`config.mk`:
```
export PLATFORM = sky130hd
export DESIGN_NAME = prod_accum
export DESIGN_NICKNAME = d
export VERILOG_FILES = /design/src/rtl/prod_accum.sv
export SDC_FILE = /design/constraint.sdc
export NUM_CORES = 1
export LEC_CHECK = 0
export ABC_CLOCK_PERIOD_IN_PS = 6560
export CORE_MARGIN = 1
export CORE_UTILIZATION = 25
export DETAILED_ROUTE_END_ITERATION = 10
export GPL_TIMING_DRIVEN = 0
export PLACE_DENSITY_LB_ADDON = 0.12
export RECOVER_POWER = 100
export SYNTH_ARGS = -nofsm -noshare
export SYNTH_HDL_FRONTEND = slang
export SYNTH_SLANG_ARGS = --single-unit
```
`constraint.sdc`:
```
create_clock -name clk -period 6.56 [get_ports clk]
set_clock_uncertainty 0.1 [all_clocks]
set_input_delay 1.968 -clock clk [delete_from_list [all_inputs] [get_ports clk]]
set_output_delay 1.968 -clock clk [all_outputs]
set_load 0.005 [all_outputs]
```
`src/rtl/prod_accum.sv`:
```
// prod_accum: sums a fixed number of 8-bit unsigned products into a wider
// accumulator. Products arrive on a valid/ready handshake. The finished sum is
// held on a valid/ready output until downstream takes it.
module prod_accum #(
  parameter int N_TERMS = 4,
  parameter int ACC_W   = 12
) (
  input  logic             clk,
  input  logic             rst,
  input  logic             clr,
  input  logic [7:0]       prod_in,
  input  logic             in_valid,
  output logic             in_ready,
  output logic [ACC_W-1:0] acc_out,
  output logic             out_valid,
  input  logic             out_ready,
  output logic [4:0]       count,
  output logic             busy
);

  typedef enum logic [1:0] {
    IDLE  = 2'd0,
    ACCUM = 2'd1,
    DONE  = 2'd2
  } state_t;

  state_t             state_reg;
  logic [ACC_W-1:0]   acc_reg;
  logic [4:0]         count_reg;
  logic               out_valid_reg;
  logic               busy_reg;

  logic               xfer;
  logic               last_term;
  logic [ACC_W-1:0]   prod_ext;

  // Input is only refused while a finished result waits to be taken.
  assign in_ready  = (state_reg != DONE);
  assign xfer      = in_valid && in_ready;
  assign last_term = (count_reg == 5'(N_TERMS - 1));
  assign prod_ext  = ACC_W'(prod_in);

  // Accumulator state machine; clr aborts and wins over any handshake in the same cycle.
  always_ff @(posedge clk or posedge rst) begin
    if (rst) begin
      state_reg     <= IDLE;
      acc_reg       <= '0;
      count_reg     <= '0;
      out_valid_reg <= 1'b0;
      busy_reg      <= 1'b0;
    end else if (clr) begin
      state_reg     <= IDLE;
      acc_reg       <= '0;
      count_reg     <= '0;
      out_valid_reg <= 1'b0;
      busy_reg      <= 1'b0;
    end else begin
      case (state_reg)
        IDLE: begin
          // First product loads rather than adds, so the previous sum never leaks in.
          if (xfer) begin
            acc_reg   <= prod_ext;
            count_reg <= 5'd1;
            state_reg <= ACCUM;
            busy_reg  <= 1'b1;
          end
        end
        ACCUM: begin
          if (xfer) begin
            acc_reg   <= acc_reg + prod_ext;
            count_reg <= count_reg + 5'd1;
            if (last_term) begin
              state_reg     <= DONE;
              out_valid_reg <= 1'b1;
            end
          end
        end
        DONE: begin
          // acc_reg is left alone so the last sum stays visible after acceptance.
          if (out_ready) begin
            state_reg     <= IDLE;
            out_valid_reg <= 1'b0;
            count_reg     <= '0;
            busy_reg      <= 1'b0;
          end
        end
        default: begin
          state_reg     <= IDLE;
          out_valid_reg <= 1'b0;
          count_reg     <= '0;
          busy_reg      <= 1'b0;
        end
      endcase
    end
  end

  assign acc_out   = acc_reg;
  assign count     = count_reg;
  assign out_valid = out_valid_reg;
  assign busy      = busy_reg;

endmodule

```
# == Yosys cells after proc, flatten, opt, wreduce, memory -nomap -nowiden ==
# Cells that the tools add are included.
# totals
regBits,21
in_bits,13
output_inout_bits,20
word_cells,48
# classes
add_sub_neg,2
n_eq_ne,10
mux,23
n_reduce_logical,8
# op_table
op,count
$mux 12,3
$pmux 12 s2,1
$mux 5,4
$pmux 5 s3,1
$add 12x8->12,1
$ne 3x3->1 const B,4
$mux 2,5
$reduce_and 3->1,3
$reduce_and 4->1,2
$mux 1,6
$ne 2x2->1 const B,3
$pmux 1 s3,2
$pmux 2 s3,1
$add 5x1->5 const B,1
$eq 5x2->1 const B,1
$reduce_bool 3->1,1
$eq 2x1->1 const B,1
$eq 2x2->1 const B,1
$logic_not 2->1,1
$logic_and 1x1->1,1

# == Logic depth before layout (Yosys ltp) ==
# logic_depth
ltp_word,5
mapped_depth,8
depth_no_buf,8

# == Worst setup path after synthesis ==
# OpenSTA, ideal clock, no wires.
# synth_timing
path_kind,input port to flip-flop
startpoint,in prod_in[0]
endpoint,reg acc_reg[8] (netlist: acc_out[8])
setup_ns,0.082
t_arrival_ns,3.518
path_slack_ns,2.860
stages,8
n_path_buf,0
path_cell_list,ha_1 inv_1 fa_1 nand2b_1 a21oi_1 o21ai_1 or3_1 a31oi_1
# synth_via
elab_chain_len,4
# synth_rtl
element,line_no,source
start: declaration,11,"input logic [7:0] prod_in,"
$add 12x8->12,70,acc_reg <= acc_reg + prod_ext;
$mux 12,69,if (xfer) begin
$pmux 12 s2,58,case (state_reg)
$mux 12,51,end else if (clr) begin
end signal: assignment,62,acc_reg <= prod_ext;
end signal: assignment,70,
end: declaration,28,logic [ACC_W-1:0] acc_reg;
# No other way between the ends. The select of a mux whose other input is x is not followed.
# A chain may end at the register's enable or synchronous reset.

# == Worst setup path in the final report ==
# Ends and elaborated chain as after synthesis.

==> impl_metrics.env <==
export IMPL_finalSetupViolations=0
export IMPL_worstPathArrival_ps=4350
export IMPL_cts_root_buffer="clkbuf_8"
export IMPL_synthArstFlopShare_pct=100
export IMPL_period_share_pct=64.8
export IMPL_pre_cts_slack_ps=2120
export IMPL_p_sw_share_pct=31.1
export IMPL_syn_to_final_growth_pct=31.4
export IMPL_fmax_ghz=0.235
export IMPL_syn_nets=185
export IMPL_place_detailed_hpwl_microns=2870
export IMPL_worst_ir_drop_vdd_mv=0.0696
export IMPL_p_int_mw=0.217
export IMPL_post_cts_buffers=0
export IMPL_syn_area_sq_mm=0.00143
export IMPL_layout_setup_ws_ps=2310
export IMPL_yosysWarningCount=0
export IMPL_row_count=27
export IMPL_total_power_mw=0.315
export IMPL_grt_util_met1_pct=18.3
export IMPL_cts_max_level=1
export IMPL_status="completed"
export IMPL_numPortBuffers=32
export IMPL_ios=33
export IMPL_yosysMostFrequentCell="dfrtp_1"
export IMPL_grt_use_total_pct=13.8
export IMPL_initial_utilization_pct=26.0
export IMPL_pwr_share_clk_pct=28.9
export IMPL_via_count=1359
export IMPL_rsz0062_at_grt="no"
export IMPL_tightest_slew_ps=845
export IMPL_gr_usage_met3_pct=2.12
export IMPL_cts_buffer_depth=2
export IMPL_synthTopCellsByArea="dfrtp_1 37%, ha_1 7.9%, nor2_1 4.7%, a21oi_1 4.2%, nand2_1 3.7%"
export IMPL_crit_fanout=5
export IMPL_globalplace_congestion=0.796
export IMPL_ys_flop_type="dfrtp_1"
export IMPL_dr_first_iter_drc_count=82
export IMPL_clk_latency_ps=260
export IMPL_dp_cells=266
export IMPL_core_area_sq_mm=0.00551
export IMPL_cts_tree="yes"
export IMPL_die_x_microns=77.7
export IMPL_die_h_microns=77.7
export IMPL_drive_above_1_share_pct=4.55
export IMPL_pwr_density_cell_mw_per_mm2=167
export IMPL_dieArea_sq_mm=0.00604
export IMPL_p_sw_mw=0.0979
export IMPL_drc_errors=0
export IMPL_avgSynthCellArea_sq_um=8.84
export IMPL_numCtsBuffers=3
export IMPL_synth_mux_area_share_pct=1.75
export IMPL_grt_max_degree=22
export IMPL_path_class="in -> reg"
export IMPL_grt_ovfl_total=0
export IMPL_ys_ff_latch=21
export IMPL_setup_tns_ps=0
export IMPL_synth_top_family_by_area="compound AO/OA/AOI/OAI gates"
export IMPL_synth_cells=162
export IMPL_yosysSeqAreaShare_pct=36.7
export IMPL_antenna_found_initial=0
export IMPL_postCtsHoldBufs=0
export IMPL_postLayoutCoreUtil_pct=34.2
export IMPL_grt_busiest_layer="met2"
export IMPL_cts_resized=0
export IMPL_routed_wl_microns=3860
export IMPL_pwr_share_seq_pct=44.6
export IMPL_ys_types=46
export IMPL_synthSimpleGateAreaFrac_pct=22.4
export IMPL_ant_nets=0
export IMPL_synth_compound_area_share_pct=24.1
export IMPL_max_slew_margin_pct=43.6
export IMPL_antenna_cells=0
export IMPL_hold_class="reg -> reg"
export IMPL_first_pass_iters=4
export IMPL_finalHoldViolCount=0
export IMPL_clkSlewWorstSetupHoldPaths_ps=80
export IMPL_synth_common_cells="21 x dfrtp_1, 18 x nor2_1, 14 x nand2_1"
export IMPL_largest_reg_flops=12
export IMPL_slew_violations=0
export IMPL_wl_per_cell_microns=14.3
export IMPL_power_frac_comb_pct=26.5
export IMPL_p_leak_nw=0.825
export IMPL_synthAdderAreaFrac_pct=9.26
export IMPL_grt_pass1_wl_microns=6580
export IMPL_first_global_vias=1368
export IMPL_avgViaCountPerCell=5.03
export IMPL_drv_cap=0
export IMPL_final_min_clock_period_ps=4250
export IMPL_critPathLaunchType="input port"
export IMPL_worstPathRequired_ps=6650
export IMPL_synth_xor_area_share_pct=3.06
export IMPL_cts_sinks=21
export IMPL_num_nets_final=222
export IMPL_synth_edf_count=0
export IMPL_end_kind="flop"
export IMPL_met2_usage_pct=23.0
export IMPL_synth_area_leader_cell="dfrtp_1"
export IMPL_final_cells=270
export IMPL_netlist_area_leader_share_pct=36.7
## per-layer routing
layer | part of all wire [%] | routed length, microns
met2 | 49 | 1870
met3 | 3.6 | 137
met5 | 0 | 0
met4 | 1.2 | 46
met1 | 47 | 1800
## worst max-delay path, stage by stage
cell and delay (ps):
dlygate4sd3_1 550, ha_1 210, inv_1 70, fa_1 400
nand2b_1 190, a21oi_1 340, o21ai_0 180, or3_1 320
a31oi_1 120
## path summary, 6_finish.rpt
| check | from | slack (ps) | cells past startpoint | to |
|---|---|---|---|---|
| max | prod_in[0] | 2310 | 9 | acc_out[8] |
| min | busy | 410 | 2 | busy |
| max reg2reg | acc_out[0] | 4190 | 8 | acc_out[8] |
| min reg2reg | busy | 410 | 2 | busy |
| max in group asynchronous | rst | 3640 | 2 | state_reg[1] |
| min in group asynchronous | rst | 2200 | 2 | count[3] |
## final cells by class
type,instances,area [sq um]
Fill cell,564,3620
Multi-Input combinational cell,131,863
Sequential cell,21,526
Timing Repair Buffer,32,320
Tap cell,72,90.1
Clock buffer,4,45.0
Buffer,6,23.8
Inverter,4,15.0
## kinds of logic (layout without fill, tap and decap cells)
family | after synthesis | in the layout
compound gates | 50 | 50
xor+xnor | 5 | 5
fa+ha+maj | 10 | 10
buf+inv | 10 | 46
flops | 21 | 21
mux | 2 | 2
simple gates | 64 | 64
## power groups by stage
stage | combinational [mW] | clock (mW) | sequential [mW]
after floorplan | 0.0528 | 0 | 0.143
after global placement | 0.0859 | 0 | 0.143
after detailed placement | 0.0869 | 0 | 0.143
after CTS | 0.0876 | 0.0937 | 0.141
after global routing | 0.0942 | 0.0968 | 0.142
final | 0.0836 | 0.0910 | 0.141
## through the flow
step	hold WS (ps)	area, sq um
4_1_cts	427	1890
6_report	412	1880
5_1_grt	467	1880
3_3_place_gp	407	1840
3_5_place_dp	407	1840
2_1_floorplan	408	1430
## cells in the final DEF, fill, tap and decap left out, drive strengths merged, types with 3 or more instances in the layout
| master | count |
|---|---|
| a211oi | 5 |
| a21o | 3 |
| a21oi | 13 |
| a22oi | 3 |
| a311oi | 3 |
| clkbuf | 9 |
| clkdlybuf4s50 | 7 |
| dfrtp | 21 |
| dlygate4sd3 | 25 |
| ha | 9 |
| inv | 4 |
| nand2 | 14 |
| nand2b | 6 |
| nand3 | 5 |
| nor2 | 18 |
| nor2b | 3 |
| nor3 | 4 |
| o211ai | 4 |
| o21ai | 6 |
| or3 | 3 |
| xor2 | 4 |
Power figures use the tool's default switching activity.
